$ cat src/rtl/miinst_queue_pkg.sv
// Shared micro-instruction types and bundle width for the decode-side queue.
// Everything that names a micro-op or the bundle width pulls it from here.
package miinst_queue_pkg;

`ifndef MQ_N
`define MQ_N 4
`endif

  localparam int MQ_N  = `MQ_N;
  localparam int MQ_KW = $clog2(MQ_N + 1);

  typedef enum logic [3:0] {
    MIOP_NOP   = 4'd0,
    MIOP_ADD   = 4'd1,
    MIOP_SUB   = 4'd2,
    MIOP_ADDI  = 4'd3,
    MIOP_MOVI  = 4'd4,
    MIOP_LOAD  = 4'd5,
    MIOP_STORE = 4'd6,
    MIOP_BR    = 4'd7
  } miop_t;

  // Branch metadata carried alongside each micro-op.
  typedef struct packed {
    logic       taken;
    logic [7:0] target;
  } bmd_t;

  typedef struct packed {
    miop_t       opcode;
    logic [3:0]  rd;
    logic [3:0]  rs1;
    logic [3:0]  rs2;
    logic [15:0] imm;
    bmd_t        bmd;
  } miinst_t;

  // MIOP_NOP encodes as zero, so an all-zero word is the canonical empty entry.
  localparam miinst_t MIINST_NOP = '0;

  function automatic logic is_nop(input miinst_t m);
    return m.opcode == MIOP_NOP;
  endfunction

endpackage

$ cat src/rtl/miinst_compactor.sv
// Squeezes the NOP holes out of a fetch bundle: live slots are packed toward
// slot 0 in their original order, and k reports how many survived.
module miinst_compactor
  import miinst_queue_pkg::*;
(
  input  miinst_t [MQ_N-1:0] in_bundle,
  output miinst_t [MQ_N-1:0] packed_slots,
  output logic [MQ_KW-1:0]   k
);

  logic [MQ_N-1:0]  slot_live;
  logic [MQ_KW-1:0] pos [MQ_N];

  genvar gi;
  generate
    for (gi = 0; gi < MQ_N; gi++) begin : g_live
      assign slot_live[gi] = !is_nop(in_bundle[gi]);
    end
  endgenerate

  // pos[i] is the number of live slots ahead of slot i, i.e. its packed index.
  always_comb begin
    logic [MQ_KW-1:0] run;
    run = '0;
    for (int i = 0; i < MQ_N; i++) begin
      pos[i] = run;
      if (slot_live[i]) begin
        run = run + 1'b1;
      end
    end
    k = run;
  end

  always_comb begin
    packed_slots = '0;
    for (int j = 0; j < MQ_N; j++) begin
      for (int i = j; i < MQ_N; i++) begin
        if (slot_live[i] && (pos[i] == MQ_KW'(j))) begin
          packed_slots[j] = in_bundle[i];
        end
      end
    end
  end

endmodule

$ cat src/rtl/miinst_queue.sv
// Micro-instruction queue between fetch and issue: accepts a whole compacted
// bundle per cycle and hands out one micro-op per cycle, first-word-fall-through.
module miinst_queue
  import miinst_queue_pkg::*;
#(
  parameter int DEPTH = 16
)
(
  input  logic                       clk,
  input  logic                       rst,
  input  logic                       flush,
  input  logic                       in_valid,
  input  miinst_t [MQ_N-1:0]         in_miinst,
  output logic                       in_ready,
  output logic                       out_valid,
  output miinst_t                    out_miinst,
  input  logic                       out_ready,
  output logic [$clog2(DEPTH+1)-1:0] count
);

  localparam int PW = $clog2(DEPTH);
  localparam int CW = $clog2(DEPTH + 1);

  logic [PW-1:0] head_q, head_d;
  logic [PW-1:0] tail_q, tail_d;
  logic [CW-1:0] count_q, count_d;

  miinst_t mem_q [DEPTH];

  miinst_t [MQ_N-1:0] packed_slots;
  logic [MQ_KW-1:0]   k;
  logic               push_en;
  logic               pop_en;
  logic [CW:0]        free_slots;

  logic [PW-1:0]      wr_addr [MQ_N];
  logic [MQ_N-1:0]    wr_en;

  miinst_compactor u_compactor (
    .in_bundle    (in_miinst),
    .packed_slots (packed_slots),
    .k            (k)
  );

  // Readiness depends only on occupancy, so producers never see a loop through in_miinst.
  assign free_slots = (CW+1)'(DEPTH) - {1'b0, count_q};
  assign in_ready   = free_slots >= (CW+1)'(MQ_N);
  assign out_valid  = count_q != '0;
  assign count      = count_q;

  assign push_en = in_valid && in_ready && !flush;
  assign pop_en  = out_valid && out_ready && !flush;

  assign out_miinst = out_valid ? mem_q[head_q] : MIINST_NOP;

  // Packed slot j lands at tail+j; the PW-bit add wraps a bundle across the end of the array.
  genvar gi;
  generate
    for (gi = 0; gi < MQ_N; gi++) begin : g_wr_port
      assign wr_addr[gi] = tail_q + PW'(gi);
      assign wr_en[gi]   = push_en && (MQ_KW'(gi) < k);
    end
  endgenerate

  always_comb begin
    head_d  = head_q;
    tail_d  = tail_q;
    count_d = count_q;
    if (flush) begin
      head_d  = '0;
      tail_d  = '0;
      count_d = '0;
    end else begin
      if (push_en) begin
        tail_d = tail_q + PW'(k);
      end
      if (pop_en) begin
        head_d = head_q + 1'b1;
      end
      count_d = count_q + (push_en ? CW'(k) : '0) - (pop_en ? CW'(1) : '0);
    end
  end

  always_ff @(posedge clk) begin
    if (rst) begin
      head_q  <= '0;
      tail_q  <= '0;
      count_q <= '0;
    end else begin
      head_q  <= head_d;
      tail_q  <= tail_d;
      count_q <= count_d;
    end
  end

  // Storage carries no reset; occupancy alone decides what is visible.
  always_ff @(posedge clk) begin
    if (!rst) begin
      for (int j = 0; j < MQ_N; j++) begin
        if (wr_en[j]) begin
          mem_q[wr_addr[j]] <= packed_slots[j];
        end
      end
    end
  end

endmodule
$ cat config.mk
export PLATFORM = sky130hd
export DESIGN_NAME = miinst_queue
export DESIGN_NICKNAME = d
export VERILOG_FILES = /design/src/rtl/miinst_queue_pkg.sv /design/src/rtl/miinst_compactor.sv /design/src/rtl/miinst_queue.sv
export SDC_FILE = /design/constraint.sdc
export NUM_CORES = 2
export LEC_CHECK = 0
export BUFFER_PORTS_ARGS = -buffer_cell sky130_fd_sc_hd__buf_2
export CAP_MARGIN = 20
export CORE_ASPECT_RATIO = 0.8
export CORE_UTILIZATION = 49
export CTS_BUF_LIST = sky130_fd_sc_hd__clkbuf_16
export CTS_CLUSTER_SIZE = 16
export DETAILED_ROUTE_END_ITERATION = 6
export PLACE_DENSITY = 0.66
export SLEW_MARGIN = 10
export SYNTH_ARGS = -nofsm -noshare
export SYNTH_HDL_FRONTEND = slang
export SYNTH_HIERARCHICAL = 1
export SYNTH_SLANG_ARGS = --single-unit
export TNS_END_PERCENT = 100
$ cat constraint.sdc
create_clock -name clk -period 12.6 [get_ports clk]
set_input_delay 0.63 -clock clk [delete_from_list [all_inputs] [get_ports clk]]
set_output_delay 0.63 -clock clk [all_outputs]
set_load 0.02 [all_outputs]
==> impl_results.md <==
- Antenna violations before repair: 8
- P_leak: 18.3 nW
- Layout cell share with drive strength beyond 1: 0.177
- DIE HEIGHT: 281 um
- Final period demand of the worst path: 6.30 ns
- Final routed DRC violation total: 78
- Sequential fraction of the synthesis area: 0.422
- Clock tree from TritonCTS: built
- Status: complete, but fails checks
- Syn Nets: 5,182
- Post-synthesis async set-or-reset flop share: 0
- Overall routed net length: 213 mm
- Combined area of all synthesized cells: 47,500 sq um
- Largest net degree at the start of global routing: 95
- Initial drt markers: 10.1k
- Launch point of the worst reg-to-reg path: count[1]$_SDFF_PP0_
- Flip-flop and latch count after synthesis: 673
- Hold buffer count at CTS: 0
- Violations in the final reports: design-rule violations
- Max rail drop VDD: 182 uV
- Total clock sinks: 673
- Cell count after placement: 5,885
- Pin slew with the least headroom to its limit: 1.26 ns
- Placeable core area: 95,500 sq um
- Resize count post-CTS: 0
- Mean instance size in the synthesized netlist: 9.53 sq um
- Area overhead of the layout relative to synthesis: 6.86%
- Critical path type: in -> reg
- Upper clock frequency limit: 0.159 GHz
- Endpoint, Worst Hold: tail_q[2]$_SDFFE_PP0N_
- Total number of placement rows: 101
- Number of distinct library cell variants in the gate-level netlist after synthesis: 68
- Post-Synthesis Cells: 4,990
- Avg Vias per Cell: 7.77
- Clock network latency to the later pin of the worst-skew pair: 0.67 ns
- Synth warnings: 6
- Count of nets after finishing: 4,869
- DR WL/cell: 35.4 um
- Overflow left after global routing: 0
- Wire length of the first global-routing pass: 304 mm
- I/O pin total: 217
- Number of routed nets with antenna violations: 0
- Worst reg2reg path depth: 11
- Standard cell area after detailed placement: 48,400 sq um
- Count of maximum capacitance violations: 0
- Req. time, crit path: 13.09 ns
- Worst-path clk slew: 0.07 ns
- Total negative slack for setup checks: 0 ns
- Count of endpoints failing hold in the final timing report: 0
- Clock buffer count from CTS: 74
- Count of non-filler cells in the finished layout: 6,025
- Setup slack, reg-to-reg: 7.78 ns
- Worst slew slack as a fraction of its limit: 0.155
- Number of cells traversed by the worst hold path: 4
- Width of the chip: 350 um
- Launch point of the worst path: in_miinst[78]
- Fin area: 50,800 sq um
- Count of final setup violators: 0
- Worst-case clock skew: 0.0311 ns
- Power density normalized to cell area: 130 nW/um^2
- Critical path data arrival time: 6.78 ns
- Input/output buffers: 216
- Area of the die: 98,300 sq um
- Count of flip-flops with a built-in enable after synthesis: 656
- Crit path capture type: flip-flop
- Vias: 46.8k
- RSZ-0062 raised after global routing: false
- Main flop type after synthesis: sky130_fd_sc_hd__edfxtp_1
- All-layer global routing usage: 0.425
- Worst min path class: in -> reg
- Number of pins with negative max-slew slack in the final report: 0
- Worst Path Max Fanout: 80
- Max Root-Sink Buffers: 3
- DP Wirelength: 115 mm
- H-tree Lvls: 3
- Detailed-router iteration count before antenna repair: 7
- Final cycle utilization of the critical path: 0.500
- Effective utilization at floorplan: 0.498
- CP startpoint kind: input port
- Worst R2R End: mem_q[0][1]$_DFFE_PP_
- Source of the worst hold timing path: in_valid
- Total of fill cells in the finished design: 8,395
- Cell at the root of the clock tree: sky130_fd_sc_hd__clkbuf_16
- Post-CTS setup buffers: 0
- Vias in the first global route: 43.9k
- Weighted congestion reported at the end of routability-driven placement: 1.02
[cells by family (layout without fill, tap and decap cells)]
family	count (synthesis)	in the layout	synth area share
compound gates	1609	1609	0.212
simple gates	1449	1449	0.132
buf+inv	765	509	0.0694
flops	673	673	0.422
mux	457	457	0.156
fa+ha+maj	23	23	0.00637
xor+xnor	14	14	0.00258
other cells	0	4	0
[cells in the mapped netlist, drive strengths merged (15+ instances only)]
cell type,instances,area [sq um]
a211oi,83,623
a21oi,178,902
a22o,40,350
a31oi,410,2560
and2,93,582
buf,258,1400
clkbuf,484,1820
dfxtp,17,340
edfxtp,656,19700
ha,21,263
inv,23,86.3
mux2,85,1110
mux2i,166,1660
mux4,206,4640
nand2,1128,4230
nand3,25,125
nand4,19,125
nor2,27,101
nor3,51,292
nor3b,38,285
o21ai,214,1070
o22a,37,324
o22ai,579,3620
o31a,42,368
or3,15,93.8
[stage by stage]
stage          utilization  worst slack (ns)  hold slack, ns  total power, mW
3_5_place_dp         0.506              5.89           0.518             4.38
3_3_place_gp         0.506              5.99           0.506             4.35
4_1_cts              0.531              6.54           0.452             6.53
5_1_grt              0.532              6.25           0.512             6.75
6_report             0.532              6.30           0.479             6.62
2_1_floorplan            -              3.10           0.485             3.83
[sequential cells by signal (all words and copies together), names as in the netlist, named ones only]
register  count
count         5
head_q        4
mem_q       656
tail_q        4
[worst max-delay path by stage]
| stage | endpoint | depth (start not counted) |
|---|---|---|
| global placement | mem_q[8][40]$_DFFE_PP_ | 13 |
| CTS | mem_q[3][27]$_DFFE_PP_ | 13 |
| detailed placement | mem_q[3][22]$_DFFE_PP_ | 13 |
| floorplan | mem_q[1][0]$_DFFE_PP_ | 18 |
| global route | mem_q[8][36]$_DFFE_PP_ | 15 |
| finish | mem_q[11][19]$_DFFE_PP_ | 16 |
[placed cells by master (no fill, tap or decap), types with 40 or more instances in the layout]
master / netlist / final
sky130_fd_sc_hd__edfxtp_1: 656 / 656
sky130_fd_sc_hd__o21ai_0: 171 / 167
sky130_fd_sc_hd__mux4_2: 206 / 206
sky130_fd_sc_hd__a22o_1: 40 / 40
sky130_fd_sc_hd__and2_1: 93 / 84
sky130_fd_sc_hd__buf_2: 140 / 216
sky130_fd_sc_hd__o31a_1: 42 / 42
sky130_fd_sc_hd__buf_4: 10 / 133
sky130_fd_sc_hd__mux2_2: 45 / 45
sky130_fd_sc_hd__a21oi_1: 177 / 177
sky130_fd_sc_hd__nand2_1: 1128 / 1123
sky130_fd_sc_hd__mux2i_1: 166 / 166
sky130_fd_sc_hd__clkbuf_16: 0 / 79
sky130_fd_sc_hd__o22ai_1: 579 / 579
sky130_fd_sc_hd__a31oi_1: 410 / 410
sky130_fd_sc_hd__inv_1: 23 / 40
sky130_fd_sc_hd__mux2_4: 40 / 40
sky130_fd_sc_hd__nor3_1: 45 / 45
sky130_fd_sc_hd__a211oi_1: 83 / 83
sky130_fd_sc_hd__o21ai_1: 43 / 47
[metal layers]
layer,track usage,share of wire
met5,0.0154,0.00074
met4,0.219,0.062
met1,0.558,0.35
met3,0.195,0.19
met2,0.581,0.40
[report_power, final]
part | internal, mW | switching [mW]
registers | 2.57 | 0.0353
clock network | 1.25 | 0.979
logic | 0.561 | 1.23
total | 4.38 | 2.24
[area by class of cell]
cell class | count | area (sq um) | share of cell area
clock buffers | 79 | 1980 | 0.0389
repair buffers | 353 | 2170 | 0.0427
inverters | 23 | 86.3 | 0.00170
clock inverters | 54 | 384 | 0.00756
flip-flops and latches | 673 | 20100 | 0.395
multi-input cells | 3552 | 24500 | 0.482
well taps | 1287 | 1610 | 0.0317
diodes | 4 | 10.0 | 0.000197
[worst max-delay path, stage by stage]
cell                      delay, ns
sky130_fd_sc_hd__buf_2         0.11
sky130_fd_sc_hd__or4_1         0.64
sky130_fd_sc_hd__ha_2          0.54
sky130_fd_sc_hd__o41a_2        0.20
sky130_fd_sc_hd__buf_4         0.75
sky130_fd_sc_hd__nand3_1       0.14
sky130_fd_sc_hd__o21ai_1       0.14
sky130_fd_sc_hd__buf_4         0.21
sky130_fd_sc_hd__or2_2         0.41
sky130_fd_sc_hd__buf_4         0.58
sky130_fd_sc_hd__nand3_2       0.41
sky130_fd_sc_hd__buf_4         0.43
sky130_fd_sc_hd__nor3_4        0.77
sky130_fd_sc_hd__buf_4         0.41
sky130_fd_sc_hd__nand2_1       0.09
sky130_fd_sc_hd__a31oi_1       0.20
Note: power is estimated with default switching activity, not from simulation.
